==> config.mk <==
export PLATFORM = sky130hd
export DESIGN_NAME = addsub_arbiter
export DESIGN_NICKNAME = d
export VERILOG_FILES = /design/src/rtl/addsub_pkg.sv /design/src/rtl/addsub_core.sv /design/src/rtl/addsub_arbiter.sv
export SDC_FILE = /design/constraint.sdc
export NUM_CORES = 1
export LEC_CHECK = 0
export ABC_AREA = 1
export BUFFER_PORTS_ARGS = -buffer_cell sky130_fd_sc_hd__buf_2
export CAP_MARGIN = 5
export CORE_MARGIN = 4
export CORE_UTILIZATION = 25
export CTS_BUF_LIST = sky130_fd_sc_hd__clkbuf_8
export DETAILED_ROUTE_END_ITERATION = 12
export PLACE_DENSITY = 0.44
export SKIP_CTS_REPAIR_TIMING = 1
export SYNTH_ARGS = -nofsm -noshare
export SYNTH_HDL_FRONTEND = slang
export SYNTH_SLANG_ARGS = --single-unit
==> constraint.sdc <==
create_clock -name clk -period 4.48 [get_ports clk]
set_input_delay 0.224 -clock clk [delete_from_list [all_inputs] [get_ports clk]]
set_output_delay 0.224 -clock clk [all_outputs]
set_load 0.005 [all_outputs]
==> src/rtl/addsub_pkg.sv <==
// Shared types for the add/sub arbiter: FSM state encoding and operation codes.
// No logic; imported by addsub_core and addsub_arbiter.
package addsub_pkg;

  typedef enum logic [1:0] {
    IDLE = 2'd0,
    EXEC = 2'd1,
    RESP = 2'd2
  } state_t;

  localparam logic OP_ADD = 1'b0;
  localparam logic OP_SUB = 1'b1;

endpackage

==> src/rtl/addsub_core.sv <==
// Two's-complement add/sub with carry/no-borrow and signed overflow; purely combinational.
// Latency 0, no backpressure. ADDSUB_SATURATE_EN clamps the result on overflow.
module addsub_core
  import addsub_pkg::*;
#(
  parameter int WIDTH = 4
) (
  input  logic [WIDTH-1:0] a,
  input  logic [WIDTH-1:0] b,
  input  logic             sub,
  output logic [WIDTH-1:0] res,
  output logic             cout,
  output logic             overflow
);

  logic [WIDTH-1:0] b_eff;
  logic [WIDTH:0]   sum;

  always_comb begin
    b_eff = (sub == OP_SUB) ? ~b : b;
    sum   = {1'b0, a} + {1'b0, b_eff} + {{WIDTH{1'b0}}, sub};
    cout  = sum[WIDTH];
    if (sub == OP_SUB)
      overflow = (a[WIDTH-1] != b[WIDTH-1]) && (sum[WIDTH-1] != a[WIDTH-1]);
    else
      overflow = (a[WIDTH-1] == b[WIDTH-1]) && (sum[WIDTH-1] != a[WIDTH-1]);
    res = sum[WIDTH-1:0];
`ifdef ADDSUB_SATURATE_EN
    // Overflow direction always follows the sign of a.
    if (overflow)
      res = a[WIDTH-1] ? {1'b1, {(WIDTH-1){1'b0}}} : {1'b0, {(WIDTH-1){1'b1}}};
`endif
  end

endmodule

==> src/rtl/addsub_arbiter.sv <==
// Round-robin arbiter feeding one shared add/sub unit; IDLE -> EXEC -> RESP.
// Response 2 cycles after acceptance; rsp_* held while rsp_ready low, no grants until handshake.
module addsub_arbiter
  import addsub_pkg::*;
#(
  parameter int WIDTH = 4,
  parameter int NREQ  = 4,
  localparam int IDW  = $clog2(NREQ)
) (
  input  logic                  clk,
  input  logic                  rst_n,
  input  logic [NREQ-1:0]       req_valid,
  output logic [NREQ-1:0]       req_ready,
  input  logic [NREQ*WIDTH-1:0] req_a,
  input  logic [NREQ*WIDTH-1:0] req_b,
  input  logic [NREQ-1:0]       req_sub,
  output logic                  rsp_valid,
  input  logic                  rsp_ready,
  output logic [IDW-1:0]        rsp_id,
  output logic [WIDTH-1:0]      rsp_res,
  output logic                  rsp_cout,
  output logic                  rsp_overflow
);

  state_t           state;
  logic [IDW-1:0]   last_grant;
  logic [IDW-1:0]   gnt_idx;
  logic [IDW-1:0]   cand;
  logic             gnt_found;
  logic [WIDTH-1:0] op_a;
  logic [WIDTH-1:0] op_b;
  logic             op_sub;
  logic [IDW-1:0]   op_id;
  logic [WIDTH-1:0] core_res;
  logic             core_cout;
  logic             core_ovf;

  // Search starts one past the last winner so every requester gets a turn.
  always_comb begin
    gnt_found = 1'b0;
    gnt_idx   = last_grant;
    cand      = '0;
    for (int k = 1; k <= NREQ; k++) begin
      cand = IDW'((int'(last_grant) + k) % NREQ);
      if (!gnt_found && req_valid[cand]) begin
        gnt_found = 1'b1;
        gnt_idx   = cand;
      end
    end
  end

  always_comb begin
    req_ready = '0;
    if (rst_n && state == IDLE && gnt_found)
      req_ready = NREQ'(1) << gnt_idx;
  end

  addsub_core #(.WIDTH(WIDTH)) u_core (
    .a        (op_a),
    .b        (op_b),
    .sub      (op_sub),
    .res      (core_res),
    .cout     (core_cout),
    .overflow (core_ovf)
  );

  always_ff @(posedge clk or negedge rst_n) begin
    if (!rst_n) begin
      state        <= IDLE;
      last_grant   <= IDW'(NREQ - 1);
      op_a         <= '0;
      op_b         <= '0;
      op_sub       <= 1'b0;
      op_id        <= '0;
      rsp_valid    <= 1'b0;
      rsp_id       <= '0;
      rsp_res      <= '0;
      rsp_cout     <= 1'b0;
      rsp_overflow <= 1'b0;
    end else begin
      case (state)
        IDLE: begin
          if (gnt_found) begin
            op_a       <= req_a[gnt_idx*WIDTH +: WIDTH];
            op_b       <= req_b[gnt_idx*WIDTH +: WIDTH];
            op_sub     <= req_sub[gnt_idx];
            op_id      <= gnt_idx;
            last_grant <= gnt_idx;
            state      <= EXEC;
          end
        end
        EXEC: begin
          rsp_res      <= core_res;
          rsp_cout     <= core_cout;
          rsp_overflow <= core_ovf;
          rsp_id       <= op_id;
          rsp_valid    <= 1'b1;
          state        <= RESP;
        end
        RESP: begin
          if (rsp_ready) begin
            rsp_valid <= 1'b0;
            state     <= IDLE;
          end
        end
        default: state <= IDLE;
      endcase
    end
  end

endmodule

==> flow_metrics.env, run 1 <==
export IMPL_ant_nets=0
export IMPL_hold_class="primary input to register"
export IMPL_grt_max_degree=27
export IMPL_fin_total_pwr_mw=2.17
export IMPL_nFillCells=878
export IMPL_hold_viol_final=0
export IMPL_port_buffers=55
export IMPL_overflow=0
export IMPL_drt_iter0_markers=54
export IMPL_yosysMostFrequentCell="nand2_1"
export IMPL_cp_max_fo=18
export IMPL_r2r_setup_slack_ns=2.39
export IMPL_hp_start="rsp_ready"
export IMPL_grt_pass1_wl_um=8500
export IMPL_track_usage_pct=10.6
export IMPL_clock_sinks=24
export IMPL_synth_area_leaders="dfrtp_1 (28%), nand2_1 (15%), nand3_1 (8.5%), nand2_2 (7.2%), nand3_2 (6.5%)"
export IMPL_syn_area_per_cell_um2=7.49
export IMPL_path_class="register to output pin"
export IMPL_drc=0
export IMPL_worst_path_max_delay_cell="dfstp_2"
export IMPL_ys_seq_elements=24
export IMPL_cts_buffer_depth=2
export IMPL_synth_distinct_cells=28
export IMPL_antenna_found_initial=0
export IMPL_yosys_warnings=0
export IMPL_critical_path_top_delay_family="simple AND/OR/NAND/NOR gates"
export IMPL_grt_pass1_vias=1801
export IMPL_cts_tree="done"
export IMPL_startpoint_type="register"
export IMPL_rsz0062_at_grt="false"
export IMPL_htree_levels=1
export IMPL_path_cells="nand2_1 > nand3_1 > nand2_4 > nand3_1 > nand2_2 > inv_2 > nand3_1 > nor2_1 > buf_2"
export IMPL_dr_total_vias=1756
export IMPL_worst_pin_slew_ns=0.565
export IMPL_cts_root_buf="clkbuf_8"
export IMPL_area_growth_pct=18.8
export IMPL_die_y_um=97.3
export IMPL_synth_top_cell_area_share_pct=27.6
export IMPL_max_clock_freq_mhz=398
export IMPL_syn_inst=266
export IMPL_r2r_start="last_grant[0]"
export IMPL_slew_headroom_pct=62.3
export IMPL_async_flop_share_pct=100
export IMPL_slowest_delay_ns=0.72
export IMPL_skew_ns=0.00611
export IMPL_core_area_um2=7730
export IMPL_tns_ns=0
export IMPL_setup_viol=0
export IMPL_start_util_pct=25.8
export IMPL_critical_path_buf_inv_count=2
export IMPL_p_leak_nw=1.29
export IMPL_hold_ws_ns=0.173
export IMPL_wl_um=4900
export IMPL_synth_edf_count=0
export IMPL_cp_arrival_ns=2.29
export IMPL_clk_latency_ns=0.26
export IMPL_ys_flop_type="dfrtp_1"
export IMPL_worst_setup_path_end_kind="output pin"
export IMPL_die_w_um=97.3
export IMPL_die_area_um2=9470
export IMPL_antennaDiodeCount=0
export IMPL_netlist_area_um2=1990
export IMPL_cts_buffers=3
export IMPL_dp_hpwl_um=3950
export IMPL_drive_gt1_share_pct=35.1
export IMPL_std_cell_rows=32
export IMPL_status="complete, no violations"
export IMPL_fin_crit_ns=2.52
export IMPL_path_common_cell="nand3_1"
export IMPL_powerDensity_nw_per_um2=916
export IMPL_yosys_top_cells_count="nand2_1 (78), nand3_1 (34), inv_1 (32), nand2_2 (23), dfrtp_1 (22)"
export IMPL_final_nets=368
export IMPL_drv_slew=0
export IMPL_cp_data_required_time_ns=4.26
export IMPL_gp_congestion=0.768
export IMPL_routed_via_density=4.17
export IMPL_crit_path_start="last_grant[0]"
export IMPL_drt_first_pass_iters=4
export IMPL_routedWlPerCell_um=11.6
export IMPL_cap_violations=0
export IMPL_clk_pin_slew_ns=0.08
export IMPL_syn_nets=314
export IMPL_ios=56
export IMPL_synth_top_cell_by_area="dfrtp_1"
export IMPL_ys_seq_area_share_pct=30.3
export IMPL_peakVddDrop_v=0.000226
export IMPL_period_share_pct=56.1
area by class of cell:
type	instances	area [µm²]	share of cell area [%]
Clock buffer	3	41.3	1.74
Clock inverter	1	3.75	0.158
Inverter	36	150	6.34
Multi-Input combinational cell	199	1160	48.9
Sequential cell	24	603	25.5
Tap cell	102	128	5.39
Timing Repair Buffer	56	285	12.0
report_power, final:
| part | internal [mW] | leakage, nW | switching [mW] |
|---|---|---|---|
| clock | 0.0611 | 0.0269 | 0.0656 |
| sequential | 0.340 | 0.289 | 0.0922 |
| combinational | 0.554 | 0.978 | 1.06 |
worst reg2reg max path: cells and delay by family, from the launching register on:
kind | cells | cell delay, ns
and+or+nand+nor | 10 | 1.02
DFF | 1 | 0.72
buffers and inverters | 3 | 0.26
flip-flops by register name, summed over array words and instances (netlist names):
name and count:
op_a 4, rsp_cout 1, rsp_valid 1, state 2, last_grant 2, op_sub 1, rsp_res 4, rsp_id 2
rsp_overflow 1, op_id 2, op_b 4
per-stage QoR:
stage	std cells	setup WS, ns	utilization (%)	area, µm²
floorplan	266	2.63	-	1990
global placement	416	2.31	29.9	2310
detailed placement	416	2.23	29.9	2310
CTS	420	1.92	30.5	2360
global route	421	1.67	30.7	2370
finish	421	1.96	30.7	2370
layout by cell type (no fill, tap or decap):
master and count:
ha_1 4, nand2_1 78, nand2_4 8, inv_2 1, xnor2_1 2, xor2_1 3, clkinv_1 1, dlygate4sd3_1 1
nand3_4 2, clkbuf_8 3, nor2_1 9, dfrtp_1 22, inv_8 2, nand3_1 34, nand2_2 23, fa_1 1
nand2_8 2, buf_2 55, inv_1 33, o211ai_1 1, a21oi_1 2, or2_2 1, dfstp_2 2, a31oi_1 1
o21ai_0 14, nand3_2 13, o21bai_1 1
layer usage:
metal	share of wire, %	global-route usage (%)
met2	44	16.9
met1	53	15.2
met5	0	0
met4	0.35	2.24
met3	3.3	1.51
final timing paths:
| kind | endpoint | cells after the start |
|---|---|---|
| max | req_ready[1] | 9 |
| max reg2reg | op_a[2] | 13 |
| min reg2reg | rsp_cout | 2 |
| min in group asynchronous | rsp_res[1] | 2 |
| min | state[1] | 2 |
| max in group asynchronous | last_grant[1] | 2 |
cells by family (layout without fill, tap and decap cells):
family	after synthesis	count (layout)	synth area share, %
flip-flops	24	24	30.3
XOR/XNOR	5	5	2.20
adder cells (fa/ha/maj)	5	5	3.52
AND/OR/NAND/NOR	170	170	47.3
buffers and inverters	43	96	11.7
AO/OA/AOI/OAI	19	19	5.09
Power figures use the tool's default switching activity.
==> run 2: changes to the inputs <==
--- a/config.mk
+++ b/config.mk
@@ -5,14 +5,14 @@
 export SDC_FILE = /design/constraint.sdc
 export NUM_CORES = 1
 export LEC_CHECK = 0
-export ABC_AREA = 1
+export ABC_AREA = 0
 export BUFFER_PORTS_ARGS = -buffer_cell sky130_fd_sc_hd__buf_2
 export CAP_MARGIN = 5
 export CORE_MARGIN = 4
 export CORE_UTILIZATION = 25
 export CTS_BUF_LIST = sky130_fd_sc_hd__clkbuf_8
 export DETAILED_ROUTE_END_ITERATION = 12
-export PLACE_DENSITY = 0.44
+export PLACE_DENSITY = 0.48
 export SKIP_CTS_REPAIR_TIMING = 1
 export SYNTH_ARGS = -nofsm -noshare
 export SYNTH_HDL_FRONTEND = slang
==> constraint.sdc (replaced) <==
create_clock -name clk -period 2.12 [get_ports clk]
set_input_delay 0.106 -clock clk [delete_from_list [all_inputs] [get_ports clk]]
set_output_delay 0.106 -clock clk [all_outputs]
set_load 0.005 [all_outputs]
==> run 2 against run 1 <==
Synthesized cell count decreased by 41%. Largest power group unchanged. Register-to-register slack got worse by 2.3 ns. Combinational power increased by 11%. Clock-buffer cell count increased by 1. Non-clock buffer count rose by 12. Worst hold slack got worse by 0.12 ns. Via count fell by 21%. Critical path type unchanged.
==> flow_metrics.env, run 2 <==
export IMPL_yosys_warnings=0
export IMPL_hold_depth=2
export IMPL_grt_max_degree=26
export IMPL_setup_viol=0
export IMPL_ff2ff_path_depth=6
export IMPL_core_area_um2=5960
export IMPL_r2r_setup_slack_ns=0.14
export IMPL_die_area_um2=7520
export IMPL_final_common_cell="buf_2"
export IMPL_critical_path_top_delay_family="simple AND/OR/NAND/NOR gates"
export IMPL_skew_ns=0.00350
export IMPL_path_cells="nor2b_1 > or3b_4 > o21a_1 > or2_2 > nor2_1 > buf_2"
export IMPL_start_util_pct=26.0
export IMPL_ant_nets=0
export IMPL_r2r_end="op_b[3]"
export IMPL_cts_root_buf="clkbuf_8"
export IMPL_syn_area_per_cell_um2=9.87
export IMPL_drt_iter0_markers=72
export IMPL_syn_nets=205
export IMPL_dp_hpwl_um=3330
export IMPL_track_usage_pct=11.9
export IMPL_drc=0
export IMPL_std_cell_rows=28
export IMPL_drive_gt1_share_pct=40.7
export IMPL_startpoint_type="register"
export IMPL_yosysMostFrequentCell="dfrtp_1"
export IMPL_reg_top3="op_a x4, op_b x4, rsp_res x4"
export IMPL_crit_path_start="last_grant[0]"
export IMPL_ios=56
export IMPL_stdcell_area_um2=2040
export IMPL_cts_buffers=3
export IMPL_dpl_cell_area_um2=1960
export IMPL_area_growth_pct=31.8
export IMPL_ys_seq_area_share_pct=38.9
export IMPL_cp_arrival_ns=1.95
export IMPL_grt_pass1_vias=1455
export IMPL_clk_pin_slew_ns=0.08
export IMPL_antennaDiodeCount=0
export IMPL_hold_class="primary input to register"
export IMPL_hp_start="rsp_ready"
export IMPL_routed_via_density=4.69
export IMPL_hold_viol_final=0
export IMPL_cp_data_required_time_ns=2.01
export IMPL_drt_first_pass_iters=4
export IMPL_yosys_top_cells_count="dfrtp_1 (22), a21oi_1 (15), nand2_1 (13), nand4_1 (10)"
export IMPL_ys_flop_type="dfrtp_1"
export IMPL_path_class="register to output pin"
export IMPL_pre_cts_ws_ns=0.123
export IMPL_tns_ns=0
export IMPL_grt_pass1_wl_um=7130
export IMPL_slowest_delay_ns=0.55
export IMPL_netlist_area_um2=1550
export IMPL_cp_max_fo=3
export IMPL_cp_num_cells=6
export IMPL_overflow=0
export IMPL_nFillCells=648
export IMPL_worst_path_max_delay_cell="dfstp_2"
export IMPL_fin_total_pwr_mw=2.99
export IMPL_gp_congestion=0.711
export IMPL_die_w_um=86.7
export IMPL_final_nets=270
export IMPL_htree_levels=1
export IMPL_cap_violations=0
export IMPL_synth_top_cell_area_share_pct=35.5
export IMPL_p_leak_nw=0.995
export IMPL_cts_buffer_depth=2
export IMPL_dr_total_vias=1389
export IMPL_port_buffers=55
export IMPL_routedWlPerCell_um=14.5
export IMPL_max_clock_freq_mhz=487
export IMPL_fin_ws_ns=0.0686
export IMPL_final_cell_mix="buf_2 (55), dfrtp_1 (22), a21oi_1 (15)"
export IMPL_r2r_start="last_grant[0]"
export IMPL_die_y_um=86.7
export IMPL_drv_slew=0
export IMPL_clk_latency_ns=0.27
export IMPL_antenna_found_initial=0
export IMPL_async_flop_share_pct=100
export IMPL_synth_distinct_cells=39
export IMPL_synth_top_cell_by_area="dfrtp_1"
export IMPL_worst_setup_path_end_kind="output pin"
export IMPL_wl_um=4300
export IMPL_synth_area_leaders="dfrtp_1 (36%), a221o_1 (5.8%), a21oi_1 (4.8%), mux2_4 (4.8%), o31ai_1 (4.4%)"
export IMPL_layout_cells_non_filler=296
export IMPL_peakVddDrop_v=0.000458
export IMPL_clock_sinks=24
export IMPL_critical_path_buf_inv_count=1
export IMPL_status="complete, no violations"
export IMPL_rsz0062_at_grt="false"
export IMPL_powerDensity_nw_per_um2=1460
export IMPL_synth_edf_count=0
export IMPL_placed_cells=289
export IMPL_worst_pin_slew_ns=0.384
export IMPL_syn_inst=157
export IMPL_crit_end="req_ready[1]"
export IMPL_cts_tree="done"
export IMPL_period_share_pct=96.8
export IMPL_ys_seq_elements=24
export IMPL_fin_crit_ns=2.05
export IMPL_slew_headroom_pct=74.4
-- run 2: cell count changes after synthesis, moves of 13 or more --
cell	before	now
nand2_2	23	0
nand2_1	78	13
nand3_2	13	0
a21oi_1	2	15
nand3_1	34	3
inv_1	32	4
-- run 2: worst min-delay path by stage --
stage          endpoint  slack, ns
3_5_place_dp   state[0]       0.14
3_3_place_gp   state[0]       0.14
2_1_floorplan   op_a[0]      -0.19
5_1_grt        state[1]       0.08
4_1_cts         op_a[3]      -0.16
6_report       state[1]       0.05
-- run 2: metrics by stage --
stage	util, %	hold WS [ns]
floorplan	-	-0.190
global placement	32.9	0.139
detailed placement	32.9	0.142
CTS	33.8	-0.158
global route	34.3	0.0775
finish	34.3	0.0530
-- run 2: power breakdown --
part | switching (mW) | leakage, nW | internal [mW]
logic | 0.891 | 0.675 | 0.893
clock network | 0.150 | 0.0288 | 0.166
registers | 0.182 | 0.291 | 0.706
-- run 2: routing by layer --
| layer | part of all wire, % | up-vias | track usage [%] |
|---|---|---|---|
| met5 | 0 | - | 0 |
| met4 | 1.1 | 0 | 3.40 |
| met3 | 5.8 | 5 | 2.00 |
| met2 | 44 | 44 | 17.6 |
| met1 | 50 | 627 | 17.7 |
| li1 | - | 713 | - |
-- run 2: final cells by class --
| cell class | instances | area [µm²] | share of cell area [%] |
|---|---|---|---|
| multi-input combinational | 120 | 883 | 43.3 |
| sequential | 24 | 603 | 29.5 |
| timing repair buffer | 68 | 388 | 19.0 |
| tap | 75 | 93.8 | 4.60 |
| clock buffer | 4 | 55.1 | 2.70 |
| inverter | 5 | 18.8 | 0.919 |
-- run 2: kinds of logic after synthesis --
logic type	share of synthesized area, %
AND/OR/NAND/NOR	17.9
AO/OA/AOI/OAI	21.2
flip-flops	38.9
buffers and inverters	4.20
multiplexers	9.85
XOR/XNOR	3.39
adder cells (fa/ha/maj)	4.52
